File: config.mk
export PLATFORM = sky130hd
export DESIGN_NAME = uart_slave_fifo
export DESIGN_NICKNAME = d
export VERILOG_FILES = /design/src/rtl/uart_slave_fifo.sv
export SDC_FILE = /design/constraint.sdc
export NUM_CORES = 1
export LEC_CHECK = 0
export ABC_AREA = 1
export BUFFER_PORTS_ARGS = -buffer_cell sky130_fd_sc_hd__buf_2
export CAP_MARGIN = 20
export CORE_MARGIN = 3
export CORE_UTILIZATION = 30
export CTS_BUF_LIST = sky130_fd_sc_hd__clkbuf_4 sky130_fd_sc_hd__clkbuf_8 sky130_fd_sc_hd__clkbuf_16
export CTS_CLUSTER_DIAMETER = 50
export CTS_CLUSTER_SIZE = 16
export DETAILED_ROUTE_END_ITERATION = 10
export GPL_ROUTABILITY_DRIVEN = 0
export MAX_ROUTING_LAYER = met4
export PLACE_DENSITY = 0.49
export REMOVE_ABC_BUFFERS = 1
export SLEW_MARGIN = 20
export SYNTH_ARGS = -nofsm -noshare
export SYNTH_HDL_FRONTEND = slang
export SYNTH_SLANG_ARGS = --single-unit
File: constraint.sdc
create_clock -name i_clk -period 3.1 [get_ports i_clk]
set_input_delay 0.31 -clock i_clk [delete_from_list [all_inputs] [get_ports i_clk]]
set_output_delay 0.31 -clock i_clk [all_outputs]
set_load 0.05 [all_outputs]
File: src/rtl/uart_slave_fifo.sv
// uart_slave_fifo: byte-wide bus slave UART with RX/TX FIFOs.
// 8N1 framing with a programmable 16-bit clocks-per-bit divisor.
module uart_slave_fifo_buf #(
  parameter int W = 3
) (
  input  logic       i_clk,
  input  logic       i_reset,
  input  logic       push,
  input  logic [7:0] din,
  input  logic       pop,
  output logic [7:0] head,
  output logic       full,
  output logic       empty
);
  logic [7:0] mem [(1<<W)];
  logic [W:0] wr_ptr;
  logic [W:0] rd_ptr;
  logic       do_push;
  logic       do_pop;

  assign empty = wr_ptr == rd_ptr;
  assign full = (wr_ptr[W] != rd_ptr[W]) &&
                (wr_ptr[W-1:0] == rd_ptr[W-1:0]);
  assign head = mem[rd_ptr[W-1:0]];
  assign do_pop = pop && !empty;
  // a pop frees the slot, so a full FIFO still takes a push that cycle
  assign do_push = push && (!full || do_pop);

  always_ff @(posedge i_clk) begin
    if (i_reset) begin
      wr_ptr <= '0;
      rd_ptr <= '0;
    end else begin
      if (do_push) wr_ptr <= wr_ptr + (W+1)'(1);
      if (do_pop) rd_ptr <= rd_ptr + (W+1)'(1);
    end
  end

  always_ff @(posedge i_clk) begin
    if (do_push) mem[wr_ptr[W-1:0]] <= din;
  end
endmodule

module uart_slave_fifo #(
  parameter int SYS_FREQ      = 25000000,
  parameter int BAUDRATE      = 115200,
  parameter int RX_DEPTH_LOG2 = 3,
  parameter int TX_DEPTH_LOG2 = 3
) (
  input  logic       i_clk,
  input  logic       i_reset,
  input  logic [2:0] i_addr,
  input  logic [7:0] i_dat,
  output logic [7:0] o_dat,
  input  logic       i_we,
  input  logic       i_cs,
  output logic       o_ack,
  output logic       o_int,
  input  logic       i_uart_rx,
  output logic       o_uart_tx
);
  localparam logic [15:0] DIV_RST = 16'(SYS_FREQ / BAUDRATE);

  typedef enum logic {TX_IDLE, TX_RUN} tx_st_t;
  typedef enum logic [1:0] {
    RX_IDLE, RX_START, RX_DATA, RX_STOP
  } rx_st_t;

  logic [15:0] div_reg;
  logic [15:0] div_eff;
  logic [2:0]  ie;
  logic        ferr;
  logic        overrun;
  logic        acc;
  logic        rd_acc;
  logic        wr_acc;
  logic        clr_wr;
  logic [7:0]  rdata;

  logic [7:0]  rx_head;
  logic [7:0]  tx_head;
  logic        rx_full;
  logic        rx_empty;
  logic        tx_full;
  logic        tx_empty;
  logic        rx_pop;
  logic        tx_push;
  logic        tx_pop;

  tx_st_t      tx_st;
  logic [15:0] tx_div;
  logic [15:0] tx_cnt;
  logic [3:0]  tx_idx;
  logic [8:0]  tx_sh;
  logic        tx_busy;
  logic        tx_end;

  rx_st_t      rx_st;
  logic [15:0] rx_div;
  logic [15:0] rx_cnt;
  logic [2:0]  rx_idx;
  logic [7:0]  rx_sh;
  logic        rx_s1;
  logic        rx_s2;
  logic        rx_prev;
  logic        rx_bit;
  logic        rx_ok;
  logic        rx_bad;

  assign div_eff = (div_reg < 16'd4) ? 16'd4 : div_reg;
  assign acc = i_cs && !o_ack;
  assign rd_acc = acc && !i_we;
  assign wr_acc = acc && i_we;
  assign clr_wr = wr_acc && (i_addr == 3'd0);
  assign rx_pop = rd_acc && (i_addr == 3'd1);
  assign tx_push = wr_acc && (i_addr == 3'd1);

  assign tx_end = (tx_st == TX_RUN) && (tx_idx == 4'd9) &&
                  (tx_cnt == tx_div - 16'd1);
  assign tx_pop = !tx_empty && ((tx_st == TX_IDLE) || tx_end);

  assign rx_bit = rx_cnt == rx_div - 16'd1;
  assign rx_ok = (rx_st == RX_STOP) && rx_bit && rx_s2;
  assign rx_bad = (rx_st == RX_STOP) && rx_bit && !rx_s2;

  uart_slave_fifo_buf #(.W(RX_DEPTH_LOG2)) u_rxf (
    .i_clk(i_clk), .i_reset(i_reset),
    .push(rx_ok), .din(rx_sh), .pop(rx_pop),
    .head(rx_head), .full(rx_full), .empty(rx_empty)
  );

  uart_slave_fifo_buf #(.W(TX_DEPTH_LOG2)) u_txf (
    .i_clk(i_clk), .i_reset(i_reset),
    .push(tx_push), .din(i_dat), .pop(tx_pop),
    .head(tx_head), .full(tx_full), .empty(tx_empty)
  );

  always_comb begin
    rdata = 8'h00;
    unique case (i_addr)
      3'd0: rdata = {ferr, overrun, tx_busy, tx_full,
                     tx_empty, rx_full, rx_empty, 1'b0};
      3'd1: rdata = rx_empty ? 8'h00 : rx_head;
      3'd2: rdata = {5'b0, ie};
      3'd3: rdata = div_reg[7:0];
      3'd4: rdata = div_reg[15:8];
      default: rdata = 8'h00;
    endcase
  end

  always_ff @(posedge i_clk) begin
    if (i_reset) begin
      o_ack   <= 1'b0;
      o_dat   <= 8'h00;
      o_int   <= 1'b0;
      ie      <= 3'b0;
      div_reg <= DIV_RST;
      ferr    <= 1'b0;
      overrun <= 1'b0;
    end else begin
      o_ack <= acc;
      o_dat <= rd_acc ? rdata : 8'h00;
      o_int <= |(ie & {ferr | overrun, tx_empty, !rx_empty});
      // a same-cycle set beats the clear
      ferr <= rx_bad | (ferr & !(clr_wr && i_dat[7]));
      overrun <= (rx_ok && rx_full && !rx_pop) |
                 (overrun & !(clr_wr && i_dat[6]));
      if (wr_acc) begin
        unique case (i_addr)
          3'd2: ie <= i_dat[2:0];
          3'd3: div_reg[7:0] <= i_dat;
          3'd4: div_reg[15:8] <= i_dat;
          default: ;
        endcase
      end
    end
  end

  always_ff @(posedge i_clk) begin
    if (i_reset) begin
      tx_st     <= TX_IDLE;
      o_uart_tx <= 1'b1;
      tx_busy   <= 1'b0;
      tx_div    <= 16'd4;
      tx_cnt    <= 16'd0;
      tx_idx    <= 4'd0;
      tx_sh     <= '1;
    end else if (tx_pop) begin
      tx_st     <= TX_RUN;
      tx_busy   <= 1'b1;
      o_uart_tx <= 1'b0;
      tx_sh     <= {1'b1, tx_head};
      tx_div    <= div_eff;
      tx_cnt    <= 16'd0;
      tx_idx    <= 4'd0;
    end else if (tx_st == TX_RUN) begin
      if (tx_cnt == tx_div - 16'd1) begin
        tx_cnt <= 16'd0;
        if (tx_idx == 4'd9) begin
          tx_st     <= TX_IDLE;
          tx_busy   <= 1'b0;
          o_uart_tx <= 1'b1;
        end else begin
          o_uart_tx <= tx_sh[0];
          tx_sh     <= {1'b1, tx_sh[8:1]};
          tx_idx    <= tx_idx + 4'd1;
        end
      end else begin
        tx_cnt <= tx_cnt + 16'd1;
      end
    end
  end

  always_ff @(posedge i_clk) begin
    if (i_reset) begin
      rx_s1   <= 1'b1;
      rx_s2   <= 1'b1;
      rx_prev <= 1'b1;
      rx_st   <= RX_IDLE;
      rx_div  <= 16'd4;
      rx_cnt  <= 16'd0;
      rx_idx  <= 3'd0;
      rx_sh   <= 8'h00;
    end else begin
      rx_s1   <= i_uart_rx;
      rx_s2   <= rx_s1;
      rx_prev <= rx_s2;
      rx_cnt  <= rx_cnt + 16'd1;
      unique case (rx_st)
        RX_IDLE: begin
          if (rx_prev && !rx_s2) begin
            rx_st  <= RX_START;
            rx_cnt <= 16'd0;
            rx_div <= div_eff;
          end
        end
        RX_START: begin
          // a start bit that is high again at mid-bit was a glitch
          if (rx_cnt == (rx_div >> 1)) begin
            rx_cnt <= 16'd0;
            rx_idx <= 3'd0;
            rx_st  <= rx_s2 ? RX_IDLE : RX_DATA;
          end
        end
        RX_DATA: begin
          if (rx_bit) begin
            rx_cnt <= 16'd0;
            rx_sh  <= {rx_s2, rx_sh[7:1]};
            rx_idx <= rx_idx + 3'd1;
            if (rx_idx == 3'd7) rx_st <= RX_STOP;
          end
        end
        RX_STOP: begin
          if (rx_bit) begin
            rx_cnt <= 16'd0;
            rx_st  <= RX_IDLE;
          end
        end
        default: rx_st <= RX_IDLE;
      endcase
    end
  end
endmodule

==> results.yml <==
outcome:
  status: "completed"
clock_network:
  path_clk_slew_ns: 0.07
  numClockSinks: 276
  cts_tree: "built"
  clk_latency_ns: 0.52
  numCtsBuffers: 35
  clock_path_buffers: 3
  postCtsSetupRepairBufs: 0
  cts_root_buffer: "clkbuf_16"
  h-tree-depth: 2
final_layout:
  final_cells: 2099
  post-route-cell-area_um2: 15000
  nNetsFinal: 1562
  diodes: 0
  fillers: 4282
  final_util_pct: 35.6
  layout_commonest_cell: "nand2_1"
  most-common-layout-cells: "nand2_1 (286), nor2_1 (206), inv_1 (149)"
  layout-drive-gt1-share_pct: 10.1
  area_growth_pct: 16.7
critical_path:
  path_common_cell: "nand2_1"
  path_max_fanout: 8
  cp.required_ns: 3.33
  start_kind: "flop"
  critPathCaptureType: "flop"
  slowest_delay_ns: 0.34
  crit_type: "reg -> reg"
  slowest_stage: "or2_2"
  cp_data_arrival_time_ns: 3.02
  path_cells: "inv_1 > ha_2 > nand2_1 > nor2_2 > nand2_1 > o21bai_1 > nand2_1 > nor2_1 > nand2_1 > nor2_4 > nand3_2 > nand3_1 > nand2_1 > or2_2 > nor2_1 > buf_4"
run:
  max-cap-violations: 0
pwr:
  ir_worst_vdd_uv: 404
  share_seq_of_total_power_pct: 38.5
  p_sw_mw: 3.21
  p_leak_nw: 5.81
  power_frac_clock_pct: 42.3
  power.share.combinational_pct: 19.2
  intPower_mw: 7.50
  sw_frac_of_total_pct: 30.0
  pwr_density_cell_nw_per_um2: 714
timing:
  hold_viol_final: 0
  relSlewSlack_pct: 33.9
  setup_tns_ns: 0
  fin_skew_ns: 0.0194
  max_freq_ghz: 0.359
  final_max_slew_viol_count: 0
  fin_crit_ns: 2.79
  period_share_pct: 90.0
  tightest_slew_ns: 0.990
  finalSetupViolCount: 0
  rsz0062_at_grt: "no"
grt:
  track_usage_pct: 15.4
  grt_pass1_wl_mm: 53.5
  grt_max_degree: 49
  grt-ovfl-total: 0
  grt_antenna_before_repair: 0
  grt_pass1_vias: 9853
synthesis:
  synth_edf_count: 128
  synth.avg_cell_area_um2: 8.63
  syn_area_um2: 12800
  ys_seq_area_share_pct: 53.0
  syn_inst: 1489
  ys_types: 52
  yosys_register_bits: 276
  async_flop_share_pct: 0
  synth-main-ff-cell: "dfxtp_1"
  yosys_warnings: 0
die:
  pin_count: 27
  die_w_um: 213
  die_area_um2: 45300
  coreArea_um2: 42100
  num_rows: 75
  start_util_pct: 30.5
  die_h_um: 213
hold_path:
  worstHoldPathType: "in -> reg"
routing:
  drcViolationCount: 0
  wl_per_cell_um: 15.9
  wl_mm: 33.5
  ant_nets: 0
  dr.pass1.iters: 5
  num_vias: 10200
  drt_iter0_markers: 656
  viasPerCell: 4.84
placement:
  placed_cell_area_um2: 13700
  hpwlAfterDp_mm: 24.3
  port_buffers: 26
  place_inst: 2035
-- cells by family after synthesis --
| kind of cell | synth area share [%] |
|---|---|
| compound gates | 11.6 |
| flops | 53.0 |
| fa+ha+maj | 1.17 |
| simple gates | 22.7 |
| buf+inv | 6.18 |
| mux | 0.623 |
| xor+xnor | 4.81 |
-- cell type report --
class                   count  area (um^2)  share of cell area [%]
flip-flops and latches    276         6810                    45.4
multi-input cells        1012         5260                    35.1
well taps                 539          674                    4.50
inverters                 152          571                    3.81
repair buffers             57          365                    2.44
clock buffers              40          961                    6.41
clock inverters            23          354                    2.36
-- critical path, delay by kind of cell (launching register included) --
kind	cells	cell delay, ns
compound gates	1	0.12
fa+ha+maj	1	0.24
buf+inv	2	0.30
flops	1	0.32
simple gates	12	1.54
-- stage by stage --
| stage | worst slack (ns) | power, mW | hold slack, ns |
|---|---|---|---|
| after floorplan | 0.389 | 5.65 | 0.379 |
| after global placement | 0.212 | 6.24 | 0.397 |
| after detailed placement | 0.238 | 6.24 | 0.398 |
| after CTS | 0.217 | 10.8 | 0.0516 |
| after global routing | 0.0303 | 11.3 | 0.0940 |
| final | 0.311 | 10.7 | 0.0644 |
-- cell usage after synthesis (3+ instances only) --
cell type    n  area [um^2]
edfxtp_1   128         3840
a2111oi_0    3         26.3
mux2i_1      8         80.1
nand4_1     23          144
nand3_1     74          370
o221ai_1     9         78.8
o22ai_1     33          206
nor3_1      29          145
nand2_1    286         1070
nand3b_1     8         60.1
nor2_1     209          785
a21oi_1     80          400
nand2_2      5         31.3
o32ai_1     10         87.6
xor2_1      41          359
buf_4        5         37.5
ha_1        12          150
xnor2_1     27          236
buf_2        4         20.0
dfxtp_1    148         2960
or2_2        9         56.3
and3_1       3         18.8
nor3b_1      3         22.5
inv_2        3         11.3
inv_1      149          559
o211ai_1     8         60.1
a32o_1       7         70.1
nor2_4       5         56.3
o21ai_0     88          440
clkbuf_1    36          135
nor4_1       8         50.1
-- repair_timing --
item,CTS,global route
endpoints found under the hold margin,1,0
hold buffers,1,0
setup endpoints to repair,0,128
resized for setup,0,5
-- path summary, 6_finish.rpt --
path | start | to | slack [ns] | depth (start not counted)
hold / removal | i_cs | o_ack | 0.06 | 3
hold reg to reg | rx_s1 | rx_s2 | 0.41 | 1
setup / recovery | tx_div[0] | u_txf.mem[0][5] | 0.31 | 16
setup reg to reg | tx_div[0] | u_txf.mem[0][5] | 0.31 | 16
-- power by group through the flow --
| stage | sequential (mW) | clock, mW | combinational, mW |
|---|---|---|---|
| 6_report | 4.13 | 4.53 | 2.05 |
| 5_1_grt | 4.15 | 4.82 | 2.34 |
| 4_1_cts | 4.13 | 4.65 | 2.05 |
| 3_5_place_dp | 4.20 | 0 | 2.04 |
| 3_3_place_gp | 4.20 | 0 | 2.04 |
| 2_1_floorplan | 4.20 | 0 | 1.45 |
-- per-layer routing --
metal | up-vias | track usage (%) | part of all wire [%]
met5 | - | - | 0
met2 | 207 | 23.6 | 45
met1 | 4769 | 20.8 | 48
met3 | 57 | 2.82 | 5.0
met4 | 0 | 4.86 | 2.6
li1 | 5124 | - | -
Power figures use the tool's default switching activity.
